===== src/rtl/dmux_stream_if.sv =====
// Stream bundle for dmux_stream: one tagged input stream, NUM_OUT output streams.
interface dmux_stream_if #(
  parameter int WIDTH   = 16,
  parameter int NUM_OUT = 8,
  parameter int SEL_W   = 4
);
  logic                     in_valid;
  logic                     in_ready;
  logic [WIDTH-1:0]         in_data;
  logic [SEL_W-1:0]         in_sel;
  logic [NUM_OUT-1:0]       out_valid;
  logic [NUM_OUT-1:0]       out_ready;
  logic [NUM_OUT*WIDTH-1:0] out_data;

  // Producer of input words and consumer of the output ports.
  modport master (
    output in_valid, in_data, in_sel, out_ready,
    input  in_ready, out_valid, out_data
  );

  // The demultiplexer itself.
  modport slave (
    input  in_valid, in_data, in_sel, out_ready,
    output in_ready, out_valid, out_data
  );
endinterface


===== src/rtl/dmux_stream.sv =====
// Stream demultiplexer: routes each tagged input word to one of NUM_OUT output
// streams through a single registered holding stage. Words tagged with an
// out-of-range select are accepted, discarded and counted.
//
// state | meaning
// EMPTY | holding stage has no word, in_ready=1
// FULL  | holding stage presents hold_data on port hold_sel
module dmux_stream #(
  parameter int WIDTH   = 16,
  parameter int NUM_OUT = 8,
  parameter int SEL_W   = 4,
  parameter int CNT_W   = 8
) (
  input  logic             clk,
  input  logic             rst_n,
  dmux_stream_if.slave     bus,
  output logic             drop_err,
  output logic [CNT_W-1:0] drop_cnt
);

  typedef enum logic {EMPTY = 1'b0, FULL = 1'b1} state_t;

  // One extra bit so NUM_OUT itself is representable for the range compare.
  localparam logic [SEL_W:0] NUM_OUT_W = (SEL_W+1)'(NUM_OUT);

  state_t             state_q, state_d;
  logic [SEL_W-1:0]   sel_q, sel_d;
  logic [WIDTH-1:0]   data_q, data_d;
  logic               drop_q, drop_d;
  logic [CNT_W-1:0]   cnt_q, cnt_d;

  logic               hold_v;
  logic               sel_ready;
  logic               in_range;
  logic               accept;
  logic               drain;
  logic               in_ready_c;
  logic [NUM_OUT-1:0]       out_valid_c;
  logic [NUM_OUT*WIDTH-1:0] out_data_c;

  assign hold_v     = (state_q == FULL);
  assign in_range   = ({1'b0, bus.in_sel} < NUM_OUT_W);
  assign in_ready_c = !hold_v | sel_ready;
  assign accept     = bus.in_valid & in_ready_c;
  assign drain      = hold_v & sel_ready;

  // Pick the ready of the port currently held; other ports' ready is ignored.
  always_comb begin
    sel_ready = 1'b0;
    for (int i = 0; i < NUM_OUT; i++) begin
      if (sel_q == SEL_W'(i)) sel_ready = bus.out_ready[i];
    end
  end

  // State register: holding stage, drop pulse and saturating drop counter.
  always_ff @(posedge clk) begin
    if (!rst_n) begin
      state_q <= EMPTY;
      sel_q   <= '0;
      data_q  <= '0;
      drop_q  <= 1'b0;
      cnt_q   <= '0;
    end else begin
      state_q <= state_d;
      sel_q   <= sel_d;
      data_q  <= data_d;
      drop_q  <= drop_d;
      cnt_q   <= cnt_d;
    end
  end

  // Next state: drain empties the stage unless a routable word loads the same cycle.
  always_comb begin
    state_d = state_q;
    sel_d   = sel_q;
    data_d  = data_q;
    drop_d  = 1'b0;
    cnt_d   = cnt_q;
    if (drain) state_d = EMPTY;
    if (accept) begin
      if (in_range) begin
        state_d = FULL;
        sel_d   = bus.in_sel;
        data_d  = bus.in_data;
      end else begin
        drop_d = 1'b1;
        if (cnt_q != {CNT_W{1'b1}}) cnt_d = cnt_q + 1'b1;
      end
    end
  end

  // Outputs: decode held word onto its port; unselected ports read zero.
  always_comb begin
    out_valid_c = '0;
    out_data_c  = '0;
    for (int i = 0; i < NUM_OUT; i++) begin
      if (hold_v && (sel_q == SEL_W'(i))) begin
        out_valid_c[i]                = 1'b1;
        out_data_c[i*WIDTH +: WIDTH]  = data_q;
      end
    end
  end

  assign bus.in_ready  = in_ready_c;
  assign bus.out_valid = out_valid_c;
  assign bus.out_data  = out_data_c;
  assign drop_err      = drop_q;
  assign drop_cnt      = cnt_q;

endmodule


===== src/flat_wrapper.sv =====
// flat-port wrapper written by rule: the top's interface ports become plain ports
module dmux_stream_flat 
#(
  parameter int WIDTH   = 16,
  parameter int NUM_OUT = 8,
  parameter int SEL_W   = 4,
  parameter int CNT_W   = 8
)
  (clk, rst_n, drop_err, drop_cnt, bus_in_valid, bus_in_data, bus_in_sel, bus_out_ready, bus_in_ready, bus_out_valid, bus_out_data);
  dmux_stream_if #(.WIDTH(WIDTH), .NUM_OUT(NUM_OUT), .SEL_W(SEL_W)) bus_i ();
  input  logic clk;
  input  logic rst_n;
  output logic drop_err;
  output logic [CNT_W-1:0] drop_cnt;
  input wire logic [$bits(bus_i.in_valid)-1:0] bus_in_valid;
  input wire logic [$bits(bus_i.in_data)-1:0] bus_in_data;
  input wire logic [$bits(bus_i.in_sel)-1:0] bus_in_sel;
  input wire logic [$bits(bus_i.out_ready)-1:0] bus_out_ready;
  output wire logic [$bits(bus_i.in_ready)-1:0] bus_in_ready;
  output wire logic [$bits(bus_i.out_valid)-1:0] bus_out_valid;
  output wire logic [$bits(bus_i.out_data)-1:0] bus_out_data;
  assign bus_i.in_valid = bus_in_valid;
  assign bus_i.in_data = bus_in_data;
  assign bus_i.in_sel = bus_in_sel;
  assign bus_i.out_ready = bus_out_ready;
  assign bus_in_ready = bus_i.in_ready;
  assign bus_out_valid = bus_i.out_valid;
  assign bus_out_data = bus_i.out_data;
  dmux_stream #(.WIDTH(WIDTH), .NUM_OUT(NUM_OUT), .SEL_W(SEL_W), .CNT_W(CNT_W)) u_core (.clk(clk), .rst_n(rst_n), .bus(bus_i), .drop_err(drop_err), .drop_cnt(drop_cnt));
endmodule

===== config.mk =====
export PLATFORM = sky130hd
export DESIGN_NAME = dmux_stream_flat
export DESIGN_NICKNAME = d
export VERILOG_FILES = /design/src/rtl/dmux_stream_if.sv /design/src/rtl/dmux_stream.sv /design/src/flat_wrapper.sv
export SDC_FILE = /design/constraint.sdc
export NUM_CORES = 1
export LEC_CHECK = 0
export CAP_MARGIN = 20
export CORE_AREA = 2 2 59 116
export DETAILED_ROUTE_END_ITERATION = 16
export DIE_AREA = 0 0 61 118
export GPL_TIMING_DRIVEN = 1
export PLACE_DENSITY = 0.94
export SETUP_SLACK_MARGIN = 0.4
export SLEW_MARGIN = 10
export SYNTH_ARGS = -nofsm -noshare
export SYNTH_HDL_FRONTEND = slang
export SYNTH_SLANG_ARGS = --single-unit

===== constraint.sdc =====
create_clock -name clk -period 3.87 [get_ports clk]
set_clock_uncertainty 0.2 [all_clocks]
set_input_delay 0.774 -clock clk [delete_from_list [all_inputs] [get_ports clk]]
set_output_delay 0.774 -clock clk [all_outputs]
set_load 0.02 [all_outputs]

Yosys cells after proc, flatten, opt, wreduce, memory -nomap -nowiden
Index checks and enable logic that the tools add are counted.
- $add $sub $neg: 1
- $lt $le $gt $ge: 1
- eq/ne operators: 8
- muxes and demuxes: 28
- bitwise logic cells: 4
- reductions and logical operators: 13
- operators with widths (kind ; count):
    $mux W16 ; 8
    $mux W1 ; 20
    $eq A4 B3 Y1 const B ; 4
    $add A8 B1 Y8 const B ; 1
    $eq A4 B2 Y1 const B ; 2
    $logic_and A1 B1 Y1 ; 8
    $ne A8 B8 Y1 const B ; 1
    $eq A4 B1 Y1 const B ; 1
    $logic_not A4 Y1 ; 1
    $lt A4 B4 Y1 const B ; 1
    $reduce_and A2 Y1 ; 2
    $reduce_and A3 Y1 ; 1
    $and A1 B1 Y1 ; 2
    $logic_not A1 Y1 ; 1
    $not A1 Y1 ; 1
    $or A1 B1 Y1 ; 1
- register bits after elaboration: 30

Longest topological paths before layout
Gate-level depths: netlist (run 1).
- depth after elaboration: 13
- gate-level depth with buffers: 9
- mapped depth without buffers: 7

Worst setup path before layout (run 1)
Ideal clock, no wire load.
- path type: input -> output
- from: in bus_out_ready[5]
- to: out bus_in_ready
- arrival time: 1700 ps
- slack: 1196 ps
- cell stages on the path: 6
- cells stage by stage: nor2b_1 a211oi_1 o31a_1 o21a_1 buf_2 inv_1
- word-level cells in the longest chain between the ends: 4
- ends and longest elaborated chain (element ; line ; text):
    start: declaration ; flat_wrapper.sv:18 ; input wire logic [$bits(bus_i.out_ready)-1:0] bus_out_ready;
    $mux W1 (3 in series) ; dmux_stream.sv:51 ; if (sel_q == SEL_W'(i)) sel_ready = bus.out_ready[i];
    $or A1 B1 Y1 ; dmux_stream.sv:43 ; assign in_ready_c = !hold_v | sel_ready;
    end: declaration ; flat_wrapper.sv:19 ; output wire logic [$bits(bus_i.in_ready)-1:0] bus_in_ready;
No other way between the ends.

Worst setup path in the final report (run 1)
Same ends and word-level chain as after synthesis.

==> results.md, run 1 <==
* Number of port buffers at 176
* Synth area leaders: and2_1 (37%), dfxtp_1 (27%), mux2i_1 (10%)
* CP max FO at 3
* Number of remaining DRC errors at 0
* Crit path capture type: output port
* Worst slew margin relative to its limit at 48.34%
* Worst setup margin at 0.5263 ns
* Placed Area at 4091 sq um
* Nets at 502
* Final Util at 67.32%
* Part of the power in registers at 39.4%
* Max H-tree Level at 2
* Dpl cells at 549
* Row count at 41
* WHS at 0.2886 ns
* Combinational Power Share at 18.8%
* Area delta synth->final at 93.67%
* Final TNS setup at 0 ns
* Initial antenna violation count at 0
* Tcrit/Tclk final at 86.40%
* YS warnings at 0
* Pwr Density at 217.8 nW/um^2
* Syn nets at 326
* Vias per Instance at 4.840
* Sequential area share after synthesis at 27.38%
* Post-DR wirelength/cell at 15.24 um
* Critical path launch point type: primary input
* Area leader, netlist: and2_1
* Gr usage total at 23.58%
* CTS clk-pin slew, worst paths at 0.05 ns
* Post-DP HPWL at 6.821 mm
* Post-Syn Instances at 294
* TritonCTS clock tree: done
* Post-CTS setup repair buffer count at 0
* Avg Inst Size Synth at 7.460 sq um
* CTS buffer count at 5
* Critical path class: primary input to output port
* Fin cells at 557
* Share of the synthesized area in the top cell type at 36.51%
* Number of synthesized register bits at 30
* Die span in y at 118 um
* Vias at 2696
* Outcome: completed
* NetSw at 0.2537 mW
* Cell variety after synth at 31
* Gpl congestion at 0.8873
* RSZ-0062 raised after global routing: false
* Root Buffer: clkbuf_16
* Final min period at 3.344 ns
* Post-DRT Antenna Nets at 0
* Proportion of layout cells with a drive suffix above 1 at 4.883%
* Core area at 6310 sq um
* GRT overflow at 0
* Initial core utilization at 34.76%
* Die area at 7198 sq um
* Count of final hold-check violations at 0
* Final setup vio count at 0
* Pins Over Slew Limit at 0
* Max Root-Sink Buffers at 2
* Drt first-iter violations at 111
* Largest net degree at the start of global routing at 25
* Hold Path Class: flip-flop to flip-flop
* Synth Cell Area at 2193 sq um
* Worst-Skew Late Latency at 0.27 ns
* First-pass GRT wire length at 13.11 mm
* Critical Path AT at 2.37 ns
* Setup slack at placement at 0.2591 ns
* Die Width at 61 um
* Int Power at 0.6712 mW
* First-pass DRT Iterations at 4
* Fmax at 299.1 MHz
* Max-Cap Viols at 0
* Post-Layout Inst Area at 4248 sq um
* Worst EP required at 2.90 ns
* Pwr Total at 0.9250 mW
* Sw Share at 27.43%
* Routed wire length at 8.490 mm
* Clock power share at 41.8%
* Peak supply drop at 323.1 uV
* Top Ports at 177
* Ant diodes at 0
* Most frequent cells in the layout: clkdlybuf4s50_1 (175), and2_1 (128), nor2_1 (31), dfxtp_1 (30), mux2i_1 (23)
* Lkg Pwr at 1.613 nW
* Number of global-route vias before repair at 2514
* Clk sink count at 30
* Worst slew pin tran at 0.7716 ns
* Commonest non-fill, non-tap cell in the layout: clkdlybuf4s50_1
==> worst paths after layout <==
path / slack, ns / end / cells past startpoint / from
setup / recovery: 0.53 / bus_in_ready / 7 / bus_out_ready[5]
hold / removal: 0.29 / u_core.drop_cnt[7] / 2 / u_core.drop_cnt[7]
setup reg to reg: 1.37 / u_core.drop_cnt[3] / 7 / u_core.sel_q[1]
hold reg to reg: 0.29 / u_core.drop_cnt[7] / 2 / u_core.drop_cnt[7]
==> state kept, by name, summed over array words and instances (netlist names) <==
name / flops
u_core.data_q: 16
u_core.drop_cnt: 8
u_core.sel_q: 4
u_core.drop_err: 1
u_core.hold_v: 1
==> power by group through the flow <==
stage,sequential (mW),combinational [mW],clock [mW]
6_report,0.365,0.174,0.386
3_3_place_gp,0.368,0.168,0
3_5_place_dp,0.370,0.173,0
5_1_grt,0.369,0.189,0.408
4_1_cts,0.364,0.174,0.392
2_1_floorplan,0.355,0.0980,0
==> worst max-delay path, stage by stage <==
cell	delay [ns]
clkdlybuf4s50_1	0.46
nor2b_1	0.13
a211oi_1	0.06
o31a_1	0.35
o21a_1	0.15
inv_1	0.10
dlygate4sd2_1	0.35
==> timing repair <==
item	CTS	global route
hold endpoints to repair	0	0
hold buffers	0	0
resized for setup	1	2
endpoints found under the setup margin	1	1
==> cells in the mapped netlist (all sizes together) <==
library cell,count
a211oi,1
nand3b,1
or3b,1
and2,128
a31oi,1
ha,1
nand2b,6
nand4b,1
or4,2
a21oi,7
o31ai,2
or3,2
nor3,2
o21ai,4
inv,6
buf,5
nor2b,1
nor2,31
o32ai,1
nand4,1
nand2,11
o31a,1
nand3,7
o211ai,1
mux2,1
dfxtp,30
o21a,1
mux2i,23
nor4,3
clkbuf,12
==> routing by layer <==
metal,wire [um],track usage (%)
met5,0,0
met4,309,10.46
met3,518,4.505
met2,4734,43.48
met1,2929,23.71
==> kinds of logic after synthesis <==
group,synth area share [%]
AO/OA/AOI/OAI,5.306
AND/OR/NAND/NOR,51.28
buffers and inverters,4.449
adder cells (fa/ha/maj),0.5704
multiplexers,11.01
flip-flops,27.38
==> final cells by class <==
cell class,count,area [sq um]
clock buffer,6,138.9
fill,510,2062
inverter,6,22.52
timing repair buffer,186,1836
sequential,30,600.6
tap,86,107.6
multi-input combinational,241,1530
clock inverter,2,12.51
No activity file was read; power rests on OpenSTA's default activity.
==> run 2: changes to the inputs <==
- CTS_BUF_LIST: default -> sky130_fd_sc_hd__clkbuf_8 sky130_fd_sc_hd__clkbuf_16
==> results of run 2 <==
No change in the layout: final DEF, timing and power equal those of run 1.
==> run 3: changes to the inputs <==
- ABC_AREA: default -> 1
- CORE_AREA: 2 2 59 116 -> 2 2 59 117
- DIE_AREA: 0 0 61 118 -> 0 0 61 119
- PLACE_DENSITY: 0.94 -> 0.9
- clock period: 3.87 -> 3.2 ns (I/O delays scaled with it)
==> results.md, run 3 <==
* Outcome: completed
* Cell variety after synth at 21
* Worst EP required at 2.36 ns
* Worst slew margin relative to its limit at 65.07%
* Critical path launch point type: flip-flop
* Tcrit/Tclk final at 86.14%
* Ant diodes at 0
* Final min period at 2.756 ns
* Root Buffer: clkbuf_16
* First-pass DRT Iterations at 4
* Worst slew pin tran at 0.5215 ns
* CTS clk-pin slew, worst paths at 0.05 ns
* Vias per Instance at 4.639
* Commonest non-fill, non-tap cell in the layout: nor2_1
* R2R Setup Slk at 0.92 ns
* Fin cells at 629
* Post-DRT Antenna Nets at 0
* # hold bufs at CTS at 0
* Number of remaining DRC errors at 0
* Largest net degree at the start of global routing at 27
* Pwr Total at 1.079 mW
* Max Root-Sink Buffers at 2
* Critical Path AT at 1.92 ns
* Post-Layout Inst Area at 3993 sq um
* Die Width at 61 um
* Pins Over Slew Limit at 0
* Critical path class: flip-flop to output port
* Die area at 7259 sq um
* Count of final hold-check violations at 0
* Final setup vio count at 0
* RSZ-0062 raised after global routing: true
* Row count at 42
* Synth area leaders: nor2_1 (33%), dfxtp_1 (30%), nand2_1 (11%)
* Synth Cell Area at 1997 sq um
* Worst setup margin at 0.4436 ns
* Async S/R FF share, synth at 0%
* Crit path capture type: output port
* Gpl congestion at 0.8783
* Routed wire length at 8.690 mm
* Gr usage total at 23.29%
* Clk sink count at 30
* Multi-input logic area at 1191 sq um
* Lkg Pwr at 2.564 nW
* Max-Cap Viols at 0
* Post-synth EDFFs at 0
* YS warnings at 0
* Syn nets at 396
* CTS buffer count at 5
* Initial antenna violation count at 0
* Final TNS setup at 0 ns
* Worst-Skew Late Latency at 0.27 ns
* Biggest register: u_core.data_q
* Top_reg_cell synth: dfxtp_1
* Filler cells at 617
* Post-DR wirelength/cell at 13.82 um
* Core area at 6464 sq um
* Largest register FFs at 16
* Most common cell in the netlist: nor2_1
* Number of synthesized register bits at 30
* Proportion of layout cells with a drive suffix above 1 at 6.839%
* Post-DP HPWL at 6.612 mm
* Placed Area at 3879 sq um
* Max H-tree Level at 2
* Setup slack at placement at 0.2747 ns
* Area delta synth->final at 99.94%
* Sequential area share after synthesis at 30.08%
* Nets at 574
* Dpl cells at 622
* Most frequent cells in the layout: nor2_1 (176), dlygate4sd2_1 (88), nand2_1 (56), clkdlybuf4s50_1 (54), dfxtp_1 (30)
* Number of port buffers at 176
* Top Ports at 177
* Top cells by count, synth: nor2_1 (177), nand2_1 (57), dfxtp_1 (30)
* Area leader, netlist: nor2_1
* First-pass GRT wire length at 12.94 mm
* Vias at 2918
* Share of the synthesized area in the top cell type at 33.27%
* GRT overflow at 0
* Avg Inst Size Synth at 5.486 sq um
* TritonCTS clock tree: done
* Number of global-route vias before repair at 2525
* Fmax at 362.8 MHz
* Pwr Density at 270.2 nW/um^2
* Initial core utilization at 30.89%
* Die span in y at 119 um
* CP max FO at 16
* Post-Syn Instances at 364
* Drt first-iter violations at 164
* Peak supply drop at 250.8 uV
* Register Area at 600.6 sq um
* Hold Path Class: flip-flop to flip-flop
## run 3: changes by cell type after synthesis, moves of 3 or more
cell,before,now
clkinv_1,0,17
inv_2,0,3
o21ai_0,4,0
inv_1,6,16
xnor2_1,0,3
nand2_1,11,57
xor2_1,0,3
nor2_1,31,177
nand2b_1,6,0
nand4_1,1,9
nand3_1,7,15
nor4_1,3,0
mux2i_1,23,0
and2_1,128,0
## run 3: critical path: stages, from the launching register on
cell and delay, ns:
dfxtp_1 0.40, inv_2 0.08, nor2_2 0.16, nand2_1 0.12, nor2_1 0.18, inv_2 0.18
nor2_1 0.16, dlygate4sd2_1 0.36
## run 3: final timing paths
path | start | end | depth (start not counted)
max | u_core.sel_q[2] | bus_out_data[73] | 7
min | u_core.drop_cnt[7] | u_core.drop_cnt[7] | 2
max reg2reg | u_core.sel_q[1] | u_core.data_q[3] | 13
min reg2reg | u_core.drop_cnt[7] | u_core.drop_cnt[7] | 2
## run 3: cells by family after synthesis
group	count (synthesis)	share of synthesized area [%]
buffers and inverters	53	11.03
AND/OR/NAND/NOR	265	53.32
AO/OA/AOI/OAI	9	2.319
XOR/XNOR	6	2.632
flip-flops	30	30.08
adder cells (fa/ha/maj)	1	0.6265
## run 3: per-stage QoR
step / utilization [%] / hold WS, ns
after floorplan: - / 0.2925
after global placement: 60.01 / 0.2977
after detailed placement: 60.01 / 0.3069
after CTS: 60.78 / 0.3176
after global routing: 61.77 / 0.3287
final: 61.77 / 0.3184
## run 3: power breakdown
part           internal [mW]  switching (mW)
clock                  0.299           0.149
sequential             0.396          0.0119
combinational         0.0857           0.138
total                  0.780           0.298
## run 3: per-layer routing
metal	vias up	global-route usage (%)	part of all wire (%)
li1	1446	-	-
met1	1305	28.52	40
met2	154	38.84	48
met3	13	5.972	9.3
met4	0	6.658	1.7
met5	-	0	0
## run 3: layout make-up
class	instances	area share (%)
Timing Repair Buffer	188	45.44
Multi-Input combinational cell	281	29.83
Sequential cell	30	15.04
Clock buffer	6	3.479
Inverter	36	3.447
Tap cell	88	2.758
## run 3: what timing repair did
item,in CTS,in global routing
gates resized for setup,98,42
endpoints found under the setup margin,111,55
buffers inserted,1,0
